$ cat config.mk
export PLATFORM = sky130hd
export DESIGN_NAME = banked_request_router
export DESIGN_NICKNAME = d
export VERILOG_FILES = /design/src/rtl/banked_request_router.sv
export SDC_FILE = /design/constraint.sdc
export NUM_CORES = 1
export LEC_CHECK = 0
export BUFFER_PORTS_ARGS = -buffer_cell sky130_fd_sc_hd__buf_2
export CAP_MARGIN = 20
export CELL_PAD_IN_SITES_DETAIL_PLACEMENT = 1
export CELL_PAD_IN_SITES_GLOBAL_PLACEMENT = 1
export CORE_AREA = 2 2 196 198
export CTS_CLUSTER_DIAMETER = 200
export DETAILED_ROUTE_END_ITERATION = 7
export DIE_AREA = 0 0 198 200
export GPL_TIMING_DRIVEN = 0
export HOLD_SLACK_MARGIN = 0.1
export PLACE_DENSITY_LB_ADDON = 0.1
export SYNTH_ARGS = -nofsm -noshare
export SYNTH_HDL_FRONTEND = slang
export SYNTH_SLANG_ARGS = --single-unit
$ cat constraint.sdc
create_clock -name clk -period 4.1 [get_ports clk]
set_input_delay 0 -clock clk [delete_from_list [all_inputs] [get_ports clk]]
set_output_delay 0 -clock clk [all_outputs]
set_load 0.005 [all_outputs]
$ cat src/rtl/banked_request_router.sv
// Routes NR requesters onto NB interleaved SRAM banks: address decode, per-bank
// round-robin arbitration, registered bank strobes and fixed-latency read return.
module banked_request_router #(
    parameter int ADDR_W   = 16,
    parameter int DATA_W   = 32,
    parameter int NB       = 4,
    parameter int NR       = 2,
    parameter int BLK_BITS = 2,
    parameter int READ_LAT = 1,
    localparam int BANK_BITS = $clog2(NB),
    localparam int LOCAL_W   = ADDR_W - BANK_BITS
) (
    input  logic                 clk,
    input  logic                 rst_n,
    input  logic                 cfg_mode,
    input  logic [NR-1:0]        req_valid,
    output logic [NR-1:0]        req_ready,
    input  logic [NR-1:0]        req_we,
    input  logic [NR*ADDR_W-1:0] req_addr,
    input  logic [NR*DATA_W-1:0] req_wdata,
    output logic [NR-1:0]        resp_valid,
    output logic [NR*DATA_W-1:0] resp_rdata,
    output logic [NB-1:0]        bank_en,
    output logic [NB-1:0]        bank_we,
    output logic [NB*LOCAL_W-1:0] bank_addr,
    output logic [NB*DATA_W-1:0] bank_wdata,
    input  logic [NB*DATA_W-1:0] bank_rdata,
    output logic [15:0]          stall_count
);

    localparam int ID_W = (NR > 1) ? $clog2(NR) : 1;
    localparam logic [ADDR_W-1:0] BLK_MASK = ADDR_W'((64'd1 << BLK_BITS) - 64'd1);

    function automatic logic [BANK_BITS-1:0] bank_of(input logic [ADDR_W-1:0] a, input logic mode);
        return mode ? BANK_BITS'(a >> BLK_BITS) : a[BANK_BITS-1:0];
    endfunction

    // Block mode squeezes the bank field out of the middle of the address.
    function automatic logic [LOCAL_W-1:0] local_of(input logic [ADDR_W-1:0] a, input logic mode);
        if (mode)
            return LOCAL_W'(((a >> (BLK_BITS + BANK_BITS)) << BLK_BITS) | (a & BLK_MASK));
        return LOCAL_W'(a >> BANK_BITS);
    endfunction

    logic [BANK_BITS-1:0] dec_bank  [NR];
    logic [LOCAL_W-1:0]   dec_local [NR];

    logic [NR-1:0]       grant;
    logic [NB-1:0]       gnt_vld;
    logic [ID_W-1:0]     gnt_id    [NB];
    logic [NB-1:0]       win_we;
    logic [LOCAL_W-1:0]  win_local [NB];
    logic [DATA_W-1:0]   win_wdata [NB];
    logic [ID_W-1:0]     ptr_q     [NB];
    logic [ID_W-1:0]     ptr_d     [NB];

    logic [NB-1:0]         bank_en_q;
    logic [NB-1:0]         bank_we_q;
    logic [NB*LOCAL_W-1:0] bank_addr_q;
    logic [NB*DATA_W-1:0]  bank_wdata_q;

    logic [READ_LAT:0]   pipe_vld_q [NB];
    logic [ID_W-1:0]     pipe_id_q  [NB][READ_LAT+1];

    logic [NR-1:0]        resp_valid_q, resp_valid_d;
    logic [NR*DATA_W-1:0] resp_rdata_q, resp_rdata_d;
    logic [15:0]          stall_q, stall_d;

    always_comb begin
        for (int i = 0; i < NR; i++) begin
            dec_bank[i]  = bank_of(req_addr[i*ADDR_W +: ADDR_W], cfg_mode);
            dec_local[i] = local_of(req_addr[i*ADDR_W +: ADDR_W], cfg_mode);
        end
    end

    // Round-robin: scan requesters starting at ptr[b], first candidate wins.
    always_comb begin
        grant   = '0;
        gnt_vld = '0;
        win_we  = '0;
        for (int b = 0; b < NB; b++) begin
            gnt_id[b]    = '0;
            win_local[b] = '0;
            win_wdata[b] = '0;
            ptr_d[b]     = ptr_q[b];
        end
        for (int b = 0; b < NB; b++) begin
            for (int k = 0; k < NR; k++) begin
                for (int i = 0; i < NR; i++) begin
                    if (!gnt_vld[b] && i == ((int'(ptr_q[b]) + k) % NR) &&
                        req_valid[i] && dec_bank[i] == BANK_BITS'(b)) begin
                        gnt_vld[b]   = 1'b1;
                        gnt_id[b]    = ID_W'(i);
                        grant[i]     = 1'b1;
                        win_we[b]    = req_we[i];
                        win_local[b] = dec_local[i];
                        win_wdata[b] = req_wdata[i*DATA_W +: DATA_W];
                        ptr_d[b]     = ID_W'((i + 1) % NR);
                    end
                end
            end
        end
    end

    assign req_ready = grant;

    always_comb begin
        stall_d = stall_q;
        if (|(req_valid & ~grant) && stall_q != 16'hFFFF)
            stall_d = stall_q + 16'd1;
    end

    always_comb begin
        resp_valid_d = '0;
        resp_rdata_d = resp_rdata_q;
        for (int b = 0; b < NB; b++) begin
            for (int i = 0; i < NR; i++) begin
                if (pipe_vld_q[b][READ_LAT] && pipe_id_q[b][READ_LAT] == ID_W'(i)) begin
                    resp_valid_d[i]                 = 1'b1;
                    resp_rdata_d[i*DATA_W +: DATA_W] = bank_rdata[b*DATA_W +: DATA_W];
                end
            end
        end
    end

    always_ff @(posedge clk or negedge rst_n) begin
        if (!rst_n) begin
            bank_en_q    <= '0;
            bank_we_q    <= '0;
            bank_addr_q  <= '0;
            bank_wdata_q <= '0;
            resp_valid_q <= '0;
            resp_rdata_q <= '0;
            stall_q      <= '0;
            for (int b = 0; b < NB; b++) begin
                ptr_q[b]      <= '0;
                pipe_vld_q[b] <= '0;
                for (int s = 0; s <= READ_LAT; s++)
                    pipe_id_q[b][s] <= '0;
            end
        end else begin
            bank_en_q    <= gnt_vld;
            bank_we_q    <= gnt_vld & win_we;
            resp_valid_q <= resp_valid_d;
            resp_rdata_q <= resp_rdata_d;
            stall_q      <= stall_d;
            for (int b = 0; b < NB; b++) begin
                ptr_q[b] <= ptr_d[b];
                if (gnt_vld[b]) begin
                    bank_addr_q[b*LOCAL_W +: LOCAL_W] <= win_local[b];
                    bank_wdata_q[b*DATA_W +: DATA_W]  <= win_wdata[b];
                end
                // Stage 0 lines up with bank_en; stage READ_LAT with bank_rdata.
                pipe_vld_q[b]   <= {pipe_vld_q[b][READ_LAT-1:0], gnt_vld[b] & ~win_we[b]};
                pipe_id_q[b][0] <= gnt_id[b];
                for (int s = 1; s <= READ_LAT; s++)
                    pipe_id_q[b][s] <= pipe_id_q[b][s-1];
            end
        end
    end

    assign bank_en     = bank_en_q;
    assign bank_we     = bank_we_q;
    assign bank_addr   = bank_addr_q;
    assign bank_wdata  = bank_wdata_q;
    assign resp_valid  = resp_valid_q;
    assign resp_rdata  = resp_rdata_q;
    assign stall_count = stall_q;

endmodule

======== Word-level counts from Yosys, hierarchy flattened ========
Index checks and enable logic that the tools add are counted.
Widths: inputs -> output; s select.
storage, ports and cells
  flip-flop bits (word level) ............. 294
  memories ................................ 0
  RAM bits ................................ 0
  output and inout bits ................... 276
  memory bits (read-only) ................. 0
  logic and storage cells ................. 278
  input bits .............................. 231
  bits in latches ......................... 0
cells by class
  reduce and logical (&&, ||, !) cells .... 82
  equal/unequal tests ..................... 11
  add/subtract/negate cells ............... 5
  $lt $le $gt $ge ......................... 0
  bitwise logic cells ..................... 21
  shifts and indexed selects .............. 0
  $mul .................................... 0
  mux-type cells .......................... 129
  div/mod/pow operators ................... 0
operator list
  kind                   count
  $mux 32                24
  $mux 14                20
  $logic_not 32->1       8
  $mux 1                 83
  $logic_and 1x1->1      53
  $or 14x2->14           2
  $reduce_bool 4->1      6
  $add 16x1->16 const B  1
  $ne 16x16->1 const B   1
  $logic_not 1->1        12
  $eq 2x2->1 const A     4
  $eq 2x2->1 const B     4
  $not 1->1              8
  $add 1x1->1 const B    4
  $and 1x1->1            4
  $and 1x1->1 const A    4
  $and 4x4->4            1
  $eq 2x1->1 const B     2
  $logic_not 2->1        2
  $mux 2                 2
  $and 2x2->2            1
  $not 2->2              1
  $reduce_or 2->1        1

======== Longest topological paths before layout ========
  word-level depth ........................ 29
  mapped depth ............................ 10

======== Worst setup path after synthesis ========
No wires, ideal clock.
  path kind ............................... register -> register
  start point ............................. reg stall_q[2], in the netlist stall_count[2]
  end point ............................... reg stall_q[1], in the netlist stall_count[1]
  period minus slack after synthesis ...... 1.982 ns
  buffers on the path ..................... 2
  stages on the path, launching flop included .. 9
  slack ................................... 2.118 ns
  data arrival time ....................... 1.855 ns
  path through ............................ dfrtp_1 and4_1 and2_1 nand4_1 and2_1 o2bb2a_4 buf_6 buf_6 mux2_1
on the way
  word-level cells in the longest chain between the ends .. 2
ends and longest elaborated chain
  element                   RTL line  source
  start: declaration        67        logic [15:0] stall_q, stall_d;
  start signal: assignment  146       stall_q <= stall_d;
  $ne 16x16->1              109       if (|(req_valid & ~grant) && stall_q != 16'hFFFF)
  $logic_and 1x1->1         109
No other way between the ends.
A chain may end at the register's enable or synchronous reset.

======== Final worst setup path ========
  start point ............................. in req_addr[18]
  end point ............................... reg bank_wdata_q[83], in the netlist bank_wdata[83]
on the way
  word-level cells in the longest chain between the ends .. 14
ends and longest elaborated chain
  element                            RTL line  source
  start: declaration                 19        input logic [NR*ADDR_W-1:0] req_addr,
  $mux 2 *                           35        return mode ? BANK_BITS'(a >> BLK_BITS) : a[BANK_BITS-1:0];
  $eq 2x2->1 *                       91        req_valid[i] && dec_bank[i] == BANK_BITS'(b)) begin
  $logic_and 1x1->1                  91
  $mux 1                             90        if (!gnt_vld[b] && i == ((int'(ptr_q[b]) + k) % NR) &&
  $logic_not 1->1                    90
  $logic_and 1x1->1 (2 in series)    90
  $logic_and 1x1->1                  91
  $mux 1                             90
  $logic_not 1->1                    90
  $logic_and 1x1->1 (2 in series)    90
  $logic_and 1x1->1                  91
  $mux 32 or $mux 1 (tied branches)  90
  end signal: indexed assignment     151       bank_wdata_q[b*DATA_W +: DATA_W] <= win_wdata[b];
  end: declaration                   60        logic [NB*DATA_W-1:0] bank_wdata_q;
Every way passes the cells marked *; elsewhere a longest branch is shown, timed or not.

==> flow_metrics.py <==
metrics = {
    "outcome": {
        "status": "finished, final reports clean",
    },
    "clock_network": {
        "cts_tree": "built",
        "clock_sinks": 294,
        "cts_made_buffers": 36,
        "cts_resized": 0,
        "cts.clk_slew.worst_paths_ns": 0.06,
        "clk_latency_ns": 0.54,
        "root_buffer": "clkbuf_16",
        "h-tree-depth": 2,
        "cts_max_path_buffers": 3,
        "postCtsSetupBuffers": 0,
    },
    "die": {
        "io_pins": 507,
        "fp.dieW_microns": 198,
        "rows": 71,
        "die_h_microns": 200,
        "start_util_pct": 36.5,
        "die_area_sq_um": 39600,
        "core_region_area_sq_um": 37400,
    },
    "synth": {
        "yosys_warnings": 0,
        "synth.largest_area_cell": "dfrtp_1",
        "ys.flop_type": "dfrtp_1",
        "syn_avg_cell_area_sq_um": 8.92,
        "synthTopCellsByArea": "dfrtp_1 54%, nor2_1 13%, o22ai_1 8.1%",
        "async_flop_share_pct": 100,
        "seq_area_frac_synth_pct": 53.9,
        "yosys.cell_count.top_type": "nor2_1",
        "synth_commonest_cells": "464 x nor2_1, 294 x dfrtp_1, 177 x o22ai_1",
        "synth_edf_count": 0,
        "synth_cell_type_count": 55,
        "synth.top_cell.area_share_pct": 53.9,
        "syn_area_sq_um": 13700,
        "ys_seq_elements": 294,
        "syn_nets": 1764,
        "synth_cells": 1532,
    },
    "placement": {
        "gp_congestion": 0.870,
        "place_inst": 2552,
        "placement.io_buffers": 506,
        "pre_cts_slack_ns": 1.42,
        "hpwlAfterDp_microns": 45400,
    },
    "detailed_routing": {
        "drt_iter0_drc": 842,
        "ant_nets": 0,
        "avgRoutedWirePerCell_microns": 23.3,
        "drt_pass1_iterations": 5,
        "avgViaCountPerCell": 5.47,
        "drt_wl_total_microns": 67400,
        "via_count": 15900,
        "drc": 0,
    },
    "final_layout": {
        "finish.utilization_pct": 55.6,
        "area_delta_synth_final_pct": 52.3,
        "regArea_sq_um": 7360,
        "finalNonFillerCells": 2897,
        "multi_input_area_sq_um": 5790,
        "nNetsFinal": 2584,
        "fillCellCount": 4484,
        "drive_above_1_share_pct": 24.8,
    },
    "critical_path": {
        "r2r_slack_ns": 1.06,
        "worstSetupEndpointType": "flip-flop",
        "critPathMaxStageDelay_ns": 0.60,
        "critPathKind": "in -> reg",
        "start_kind": "input port",
        "regToRegStartpoint": "pipe_vld_q[5]$_DFF_PN0_",
        "r2r-end": "resp_rdata[10]$_DFFE_PN0P_",
        "cp_num_buf_inv": 5,
        "cp_slowest_cell": "buf_1",
        "cp.required_ns": 4.57,
        "critical_path.top_delay_family": "buffers and inverters",
        "crit_path_cell_trace": "dlygate4sd3_1 > buf_2 > nand2b_1 > o22ai_1 > nand2_1 > nand2b_1 > clkbuf_1 > buf_1 > nor2_1 > nor2_1 > dlygate4sd3_1",
        "cp_max_fo": 10,
        "r2r_cells": 9,
        "cp.arrival_ns": 3.71,
    },
    "power_and_ir_drop": {
        "p_leak_nw": 9.38,
        "clkPwrFrac_pct": 30.5,
        "total_power_mw": 10.2,
        "power_density_nw_per_um2": 490,
        "seq_power_share_pct": 39.8,
        "vdd_drop_max_v": 0.000271,
        "p_int_mw": 6.82,
        "swShare_pct": 33.1,
        "combPwrFrac_pct": 29.7,
        "switching_power_mw": 3.37,
    },
    "worst_hold_path": {
        "min_path_type": "in -> reg",
        "hold_path_startpoint": "req_valid[1]",
        "min_to": "ptr_q[2]$_DFFE_PN0P_",
        "hold_depth": 4,
    },
    "grt": {
        "grt-ovfl-total": 0,
        "grt_pass1_wl_microns": 102000,
        "grt_max_degree": 95,
        "antenna_found_initial": 10,
        "grt_usage_pct": 33.6,
        "grt_pass1_vias": 17300,
    },
    "timing": {
        "fmax_mhz": 309,
        "fin_crit_ns": 3.24,
        "slew_headroom_pct": 49.1,
        "slew_violations": 0,
        "rsz0062_at_grt": "no",
        "period_share_pct": 78.9,
        "hold_viol": 0,
        "fin_tns_setup_ns": 0,
        "tightest_slew_ns": 0.742,
        "setup_ws_ns": 0.864,
        "finClkSkew_ns": 0.0222,
        "setup-violations-final": 0,
    },
    "job": {
        "cap_violations": 0,
    },
}
through the flow:
stage	hold slack (ns)	area [sq um]
final	0.107	20800
after global routing	0.122	20800
after CTS	0.102	20800
after detailed placement	-0.0538	16900
after global placement	0.269	16800
after floorplan	-0.296	13700
placed cells by master, fill, tap and decap left out, types with 3 or more instances in the layout:
cell,count
clkbuf_8,5
clkbuf_1,100
inv_2,4
buf_6,3
dfrtp_1,294
xor2_1,12
inv_1,10
and2_1,4
dlygate4sd3_1,272
nor2_1,464
clkinv_2,5
nand4_1,7
o21ai_0,43
nor4_2,3
xnor2_1,3
buf_16,4
nand3_1,37
o22ai_1,177
nor3_1,4
buf_1,21
nand2b_1,8
buf_2,508
a21oi_1,102
nand2_1,88
a211oi_1,34
a311oi_1,32
mux2i_1,37
nor2b_1,5
clkbuf_16,37
diode_2,11
o21ai_1,5
worst max path at each step:
stage                               start                     endpoint  cells after the start
3_5_place_dp                 req_valid[1]   bank_wdata[87]$_DFFE_PN0P_                      9
5_1_grt                      req_addr[16]   bank_wdata[83]$_DFFE_PN0P_                     11
4_1_cts                      req_addr[18]   bank_wdata[83]$_DFFE_PN0P_                     11
2_1_floorplan  stall_count[2]$_DFFE_PN0P_   stall_count[1]$_DFFE_PN0P_                      8
6_report                     req_addr[18]   bank_wdata[83]$_DFFE_PN0P_                     11
3_3_place_gp                        rst_n  bank_wdata[117]$_DFFE_PN0P_                      1
final cells by class:
| cell class | instances | share of cell area, % |
|---|---|---|
| antenna | 11 | 0.132 |
| buffer | 116 | 2.22 |
| clock buffer | 53 | 4.98 |
| clock inverter | 8 | 0.349 |
| inverter | 14 | 0.253 |
| multi-input combinational | 1108 | 27.8 |
| sequential | 294 | 35.4 |
| tap | 511 | 3.07 |
| timing repair buffer | 782 | 25.8 |
per-layer routing:
metal	wire length, microns	global-route usage (%)	vias to the layer above
met5	27	0	-
met4	3220	15.7	4
met3	5600	9.64	174
met2	33600	58.9	685
met1	25000	37.9	7951
li1	-	-	7045
cells by family after synthesis:
family                   after synthesis  share of synthesized area (%)
adder cells (fa/ha/maj)                1                         0.0916
XOR/XNOR                              15                          0.962
AO/OA/AOI/OAI                        415                           19.1
buffers and inverters                130                           3.76
multiplexers                          38                           2.79
AND/OR/NAND/NOR                      639                           19.4
flip-flops                           294                           53.9
flip-flops by register name, summed over array words and instances (netlist names):
| name | flops |
|---|---|
| bank_we | 4 |
| stall_count | 16 |
| resp_rdata | 64 |
| bank_addr | 56 |
| pipe_vld_q | 8 |
| resp_valid | 2 |
| pipe_id_q | 8 |
| bank_wdata | 128 |
| ptr_q | 4 |
| bank_en | 4 |
power by group through the flow:
stage,clock [mW],sequential [mW],combinational [mW]
2_1_floorplan,0,4.06,1.06
3_5_place_dp,0,4.07,2.59
5_1_grt,3.27,4.12,3.31
6_report,3.10,4.05,3.03
3_3_place_gp,0,4.04,2.51
4_1_cts,3.14,4.03,2.98
worst register-to-register path, stage by stage (launching register included):
cell and delay, ns:
dfrtp_1 0.32, clkbuf_1 0.32, nor2b_1 0.20, clkbuf_1 0.42, buf_2 0.43, mux2i_1 0.27
a211oi_1 0.10, dlygate4sd3_1 0.59, a21oi_1 0.17, o21ai_0 0.10
timing repair:
item | 4_1_cts | 5_1_grt
endpoints found under the setup margin | 0 | 0
hold buffers | 273 | 0
hold endpoints to repair | 457 | 0
(Power assumes the default switching activity.)
